### src/rtl/integral_image_generator.sv
// Raster-order integral image generator: emits S(x,y) for every accepted pixel, one cycle after acceptance.
// Backpressure: a held word stalls pix_ready until consumed; pix_ready is low while the last word of a frame drains.
module integral_image_generator #(
    parameter int PIX_WIDTH = 8,
    parameter int WORD_SIZE = 32,
    parameter int IMG_W     = 64,
    parameter int IMG_H     = 48
) (
    input  logic                 clk,
    input  logic                 resetn,
    input  logic [PIX_WIDTH-1:0] pix,
    input  logic                 pix_valid,
    output logic                 pix_ready,
    output logic [WORD_SIZE-1:0] data,
    output logic                 data_ready,
    input  logic                 data_wanted,
    output logic                 frame_done
);

    localparam int XW = (IMG_W > 1) ? $clog2(IMG_W) : 1;
    localparam int YW = (IMG_H > 1) ? $clog2(IMG_H) : 1;

    typedef enum logic [1:0] {
        FIRST_ROW,
        RUN,
        DRAIN
    } state_t;

    state_t state, state_nxt;

    logic [XW-1:0]        x;
    logic [YW-1:0]        y;
    logic [WORD_SIZE-1:0] row_acc;
    logic [WORD_SIZE-1:0] line_buf [IMG_W];

    logic                 accept;
    logic                 consume;
    logic                 last_col;
    logic                 last_row;
    logic [WORD_SIZE-1:0] row_sum;
    logic [WORD_SIZE-1:0] above;
    logic [WORD_SIZE-1:0] sum;

    assign pix_ready  = (state != DRAIN) && (!data_ready || data_wanted);
    assign accept     = pix_valid && pix_ready;
    assign consume    = data_ready && data_wanted;
    assign last_col   = (x == XW'(IMG_W - 1));
    assign last_row   = (y == YW'(IMG_H - 1));
    assign frame_done = (state == DRAIN) && consume;

    // The line buffer is never reset; the first row of each frame masks it so stale sums cannot leak.
    assign row_sum = row_acc + WORD_SIZE'(pix);
    assign above   = (state == FIRST_ROW) ? '0 : line_buf[x];
    assign sum     = row_sum + above;

    always_comb begin
        state_nxt = state;
        case (state)
            FIRST_ROW: if (accept && last_col) state_nxt = (IMG_H == 1) ? DRAIN : RUN;
            RUN:       if (accept && last_col && last_row) state_nxt = DRAIN;
            DRAIN:     if (consume) state_nxt = FIRST_ROW;
            default:   state_nxt = FIRST_ROW;
        endcase
    end

    always_ff @(posedge clk) begin
        if (!resetn) begin
            state      <= FIRST_ROW;
            x          <= '0;
            y          <= '0;
            row_acc    <= '0;
            data       <= '0;
            data_ready <= 1'b0;
        end else begin
            state <= state_nxt;
            if (accept) begin
                data       <= sum;
                data_ready <= 1'b1;
                if (last_col) begin
                    x       <= '0;
                    row_acc <= '0;
                    y       <= last_row ? '0 : y + 1'b1;
                end else begin
                    x       <= x + 1'b1;
                    row_acc <= row_sum;
                end
            end else if (consume) begin
                data_ready <= 1'b0;
            end
        end
    end

    always_ff @(posedge clk) begin
        if (accept && resetn) line_buf[x] <= sum;
    end

endmodule

### config.mk
export PLATFORM = sky130hd
export DESIGN_NAME = integral_image_generator
export DESIGN_NICKNAME = d
export VERILOG_FILES = /design/src/rtl/integral_image_generator.sv
export SDC_FILE = /design/constraint.sdc
export NUM_CORES = 2
export LEC_CHECK = 0
export CORE_ASPECT_RATIO = 1.75
export CORE_MARGIN = 3
export CORE_UTILIZATION = 60
export CTS_CLUSTER_SIZE = 24
export DETAILED_ROUTE_END_ITERATION = 16
export GPL_TIMING_DRIVEN = 0
export HOLD_SLACK_MARGIN = 0.06
export PLACE_DENSITY = 0.76
export SYNTH_ARGS = -nofsm -noshare
export SYNTH_HDL_FRONTEND = slang
export SYNTH_SLANG_ARGS = --single-unit
### constraint.sdc
create_clock -name clk -period 13.3 [get_ports clk]
set_input_delay 2.66 -clock clk [delete_from_list [all_inputs] [get_ports clk]]
set_output_delay 2.66 -clock clk [all_outputs]
set_load 0.02 [all_outputs]
Yosys cells after proc, flatten, opt, wreduce, memory -nomap -nowiden --
Memories as Yosys holds them, arrays and structs flattened. A register that Yosys moved wholly into a read port is not among the register bits. Index checks and enable logic that the tools add are counted.
Storage, ports and cells: bits in registers 79, RAM bits 2048, word-level logic and storage cells 46, memories 1
Cells by class: add/subtract/negate cells 4, equal/unequal tests 8, muxes and demuxes 14, reduce and logical (&&, ||, !) cells 13
Memory list:
- line_buf | depth 64, width 32, read ports 1, clocked after Yosys merged registers in 1, wr ports 1, line 34 | logic [WORD_SIZE-1:0] line_buf [IMG_W];
Operators by type and width (count):
- 32-bit 2-to-1 mux | 2
- 32-bit adder | 1
- 32-bit by 8-bit adder with 32-bit output | 1
- 6-bit 2-to-1 mux | 4
- 6-bit by 1-bit adder with 6-bit output, second input constant | 2
- 6-bit == test, second input constant | 2
- 1-bit logical AND | 7
- 2-bit 2-to-1 mux | 3
- 2-bit inequality test, second input constant | 3
- 2-bit one-hot mux with 3 select lines | 1
- 1-bit 2-to-1 mux | 4
- 3-bit AND reduction | 1
- 2-bit by 1-bit == test with 1-bit output, second input constant | 1
- 2-bit == test, second input constant | 1
- 2-bit logical NOT | 1
- 2-bit by 1-bit inequality test with 1-bit output, second input constant | 1
- 2-bit AND reduction | 1
- 2-bit nonzero test | 1
- 1-bit logical NOT | 1
- 1-bit logical OR | 1

Depth between registers and ports, before layout --
depth after elaboration 8, depth in mapped cells 21, depth with buffers taken out 20

Worst setup path before layout --
Ideal clock, no wire load.
kind input to register, from in pix[0], to mem line_buf[0][30], data pin, arrival time 8417 ps, data required time 12733 ps, path slack 4316 ps, stages on the path 20, cell sequence ha_1 inv_1 fa_1 nor2b_1 o21ai_1 a21oi_1 o21ai_1 a2111oi_4 clkbuf_1 nand2_1 xnor2_1 ha_1 clkbuf_1 nand4_1 nor2_1 a21boi_0 o21ai_1 a211o_1 o21a_1 xnor2_1
Between the ends: longest elaborated chain between the ends 2
RTL lines:
- from (decl) | line 11 | input logic [PIX_WIDTH-1:0] pix,
- 32-bit by 8-bit adder with 32-bit output | line 52 | assign row_sum = row_acc + WORD_SIZE'(pix);
- 32-bit adder | line 54 | assign sum = row_sum + above;
- via sum[30] | line 42 | logic [WORD_SIZE-1:0] sum;
- to (decl) | line 34
The timed path passes the listed nets, and every way through them passes these cells.

Final worst setup path --
from in pix[0], to mem line_buf[49][30], data pin
The elaborated chain is that of the path after synthesis.

==> out/results.tsv <==
stage	metric	value	unit
outcome	run status	complete, but fails checks	
outcome	violated checks	max-capacitance violations, max-slew violations	
placed_design	Final HPWL DP	148000	um
sta	hold violation total from the final report	0	
routing	routed wire length	235000	um
routing	number of nets with antenna violations after routing	0	
routing	WL per Instance	38.6	um
layout	fraction of final layout cells sized beyond drive strength 1	0.290	
yosys	Post-synth top flop	edfxtp_1	
floorplanning	io pins	47	
global_routing	met3 demand-to-capacity share in global routing	0.0793	
sta	final-report max-slew violation count	11	
power	power per standard cell area	139	nW/um^2
worst_setup_path	maximum fanout encountered on the critical timing path	27	
sta	setup repair after global routing missed its margin	no	
global_routing	global routing usage on met1	0.408	
yosys	leading post-synthesis cells by cell area	edfxtp_1, mux4_2, dfxtp_1	
clock_network	clk sink count	2133	
worst_setup_path	worst setup path endpoint	line_buf[49][30]	
floorplanning	Die Span X	288	um
clock_network	clock latency of the later-clocked register in the worst-skew pair	0.83	ns
sta	maximum clock frequency	0.105	GHz
yosys	number of standard cells after synthesis	3764	
clock_network	number of buffers between clock root and the deepest sink	3	
layout	commonest cells after routing, fill and taps aside	edfxtp_1, mux4_2, clkbuf_16	
worst_setup_path	type of destination of the critical path	flip-flop	
floorplanning	standard-cell rows	180	
yosys	Post-synth EDFFs	2048	
sta	final setup margin	3.78	ns
yosys	combined area of all synthesized cells	83600	um^2
sta	shortest clock period the worst path allows after layout	9.52	ns
power	overall power	13.2	mW
routing	number of optimization iterations in the first detailed-route pass	5	
yosys	number of warnings printed during yosys synthesis	0	
sta	TNS Setup	0	ns
yosys	Yosys reg bits	2133	
clock_network	number of post-CTS setup repair buffers	0	
global_routing	routing usage on met2	0.546	
global_routing	Overall Global Routing Usage	0.334	
routing	drt first-iter violations	6285	
sta	Slew @ Worst Pin	1.52	ns
sta	Setup Skew	0.0398	ns
clock_network	Resized cells post-CTS	0	
power	total leakage power	29.4	nW
layout	Layout area overhead	13.7	%
clock_network	H-tree depth reported by CTS	4	
worst_setup_path	FF-to-FF path depth	17	
layout	most common library cell in the layout ignoring fill and taps	edfxtp_1	
global_routing	residual overflow from global routing	0	
yosys	fraction of registers with async set/reset	0	
clock_network	clock-pin slew reported for the worst setup and hold paths after clock tree synthesis	0.07	ns
floorplanning	floorplan die area	144000	um^2
global_routing	layer with the highest usage after global routing	met2	
sta	max_slew headroom	-0.0122	
global_routing	antenna violations before repair	14	
worst_setup_path	critical path launch point	pix[0]	
layout	total of fill cells in the finished design	7878	
yosys	sequential-to-total area share from yosys stat	0.756	
layout	fin nets	4172	
worst_setup_path	Crit Path Class	in2reg	
yosys	Yosys top cell area share	0.735	
worst_setup_path	worst stage delay on the critical path	0.85	ns
yosys	mean area per synthesized cell	22.2	um^2
worst_setup_path	highest-delay cell along the critical path	xnor2_2	
placed_design	gp weighted congestion	0.955	
worst_setup_path	reg-to-reg critical path endpoint	line_buf[49][30]	
worst_setup_path	Worst Setup Start Kind	input pin	
clock_network	Num CTS Buffers	169	
power	IR drop worst, VDD	0.116	mV
floorplanning	initial standard-cell utilization of the core	0.606	
floorplanning	core box area	138000	um^2
floorplanning	die height	500	um
global_routing	largest net degree at the start of global routing	49	
flow_run	max-capacitance violation count	1	
yosys	cell taking the most area after synthesis	edfxtp_1	
placed_design	number of buffers added on ports	45	
worst_setup_path	worst reg2reg setup slack	4.52	ns
routing	Avg Vias per Cell	7.13	
yosys	Synthesized Nets	3819	
worst_setup_path	worst endpoint required time	13.96	ns
sta	share of the clock period used by the worst path	0.716	
worst_setup_path	critical path arrival	10.19	ns
hold_path	Tightest Hold Check Type	reg2reg	
worst_setup_path	cells traversed along the worst timing path	clkdlybuf4s50_1 > ha_1 > inv_1 > fa_1 > nor2b_1 > o21ai_1 > a21oi_1 > o21ai_1 > a2111oi_4 > clkbuf_1 > nand2_1 > xnor2_1 > ha_1 > clkbuf_1 > nand4_1 > nor2_1 > a21boi_0 > o21ai_1 > a211o_1 > o21a_1 > xnor2_2 > buf_6 > buf_6	
yosys	Netlist cell types	65	
clock_network	clock root buffer	clkbuf_16	
clock_network	hold_buf cts	0	
clock_network	CTS tree	built	
routing	drt drc	0	
global_routing	number of global-route vias before repair	43897	
routing	number of vias in the routed layout	43348	
worst_setup_path	Most common cell on crit path	o21ai_1	
placed_design	post-placement setup slack	3.15	ns
sta	setup violation total in the final timing report	0	
global_routing	global-route wire length before repair	331000	um
critical path, delay by kind of cell:
| kind | cells | cell delay, ns |
|---|---|---|
| AND/OR/NAND/NOR | 4 | 0.85 |
| buffers and inverters | 6 | 2.05 |
| AO/OA/AOI/OAI | 8 | 2.58 |
| adder cells (fa/ha/maj) | 3 | 0.77 |
| XOR/XNOR | 2 | 1.22 |
logic make-up after synthesis:
group	synth area share
DFF	0.756
muxes	0.179
and+or+nand+nor	0.0217
AOI/OAI and AO/OA	0.0195
buffers and inverters	0.0118
xor gates and xnor gates	0.00597
adders and majority gates	0.00661
metrics by stage:
step                       util  cells  hold WS [ns]  area, um^2
after detailed placement  0.650   5766         0.447       89700
after floorplan               -   3764         0.454       83600
after global placement    0.626   5629         0.446       86400
final                     0.689   6079         0.455       95100
after CTS                 0.689   6071         0.456       95100
after global routing      0.689   6073         0.473       95100
synthesized netlist by cell type (36+ instances only):
cell type and number:
edfxtp_1 2048, nor2b_1 36, o21ai_0 43, clkbuf_1 66, buf_1 37, mux4_2 650, nor2_1 142, ha_1 41
buf_2 90, dfxtp_1 85, nand2_1 73, a211oi_1 36, xnor2_1 39, a21oi_1 70
sequential cells by signal (all words and copies together), names as in the netlist, named ones only:
register and flops:
line_buf 2048, x 6, row_acc 32, data_ready 1
data 32, state 2, y 6
report_power, final:
part	switching, mW	leakage, nW	total [mW]	internal (mW)
Clock	2.38	2.60	4.94	2.56
Sequential	0.00732	19.5	7.40	7.40
Combinational	0.535	7.27	0.892	0.356
Total	2.92	29.4	13.2	10.3
final cells by class:
| class | count | area [um^2] | share of cell area |
|---|---|---|---|
| Antenna cell | 8 | 20.0 | 0.000210 |
| Buffer | 203 | 925 | 0.00972 |
| Clock buffer | 207 | 4480 | 0.0471 |
| Clock inverter | 98 | 870 | 0.00914 |
| Inverter | 17 | 63.8 | 0.000671 |
| Multi-Input combinational cell | 1411 | 20300 | 0.213 |
| Sequential cell | 2133 | 63200 | 0.664 |
| Tap cell | 1820 | 2280 | 0.0239 |
| Timing Repair Buffer | 182 | 3030 | 0.0318 |
routing by layer:
metal	vias up	part of all wire
li1	16625	-
met2	3510	0.50
met4	8	0.076
met1	22299	0.31
met5	-	0.00025
met3	906	0.11
worst min-delay path by stage:
| stage | start | to | slack, ns | depth (start not counted) |
|---|---|---|---|---|
| 2_1_floorplan | y[5] | y[5] | 0.45 | 2 |
| 3_3_place_gp | data[27] | data[27] | 0.45 | 2 |
| 3_5_place_dp | data[8] | data[8] | 0.45 | 2 |
| 4_1_cts | data[8] | data[8] | 0.46 | 2 |
| 5_1_grt | data[8] | data[8] | 0.47 | 2 |
| 6_report | data[8] | data[8] | 0.45 | 2 |
Power figures use the tool's default switching activity.
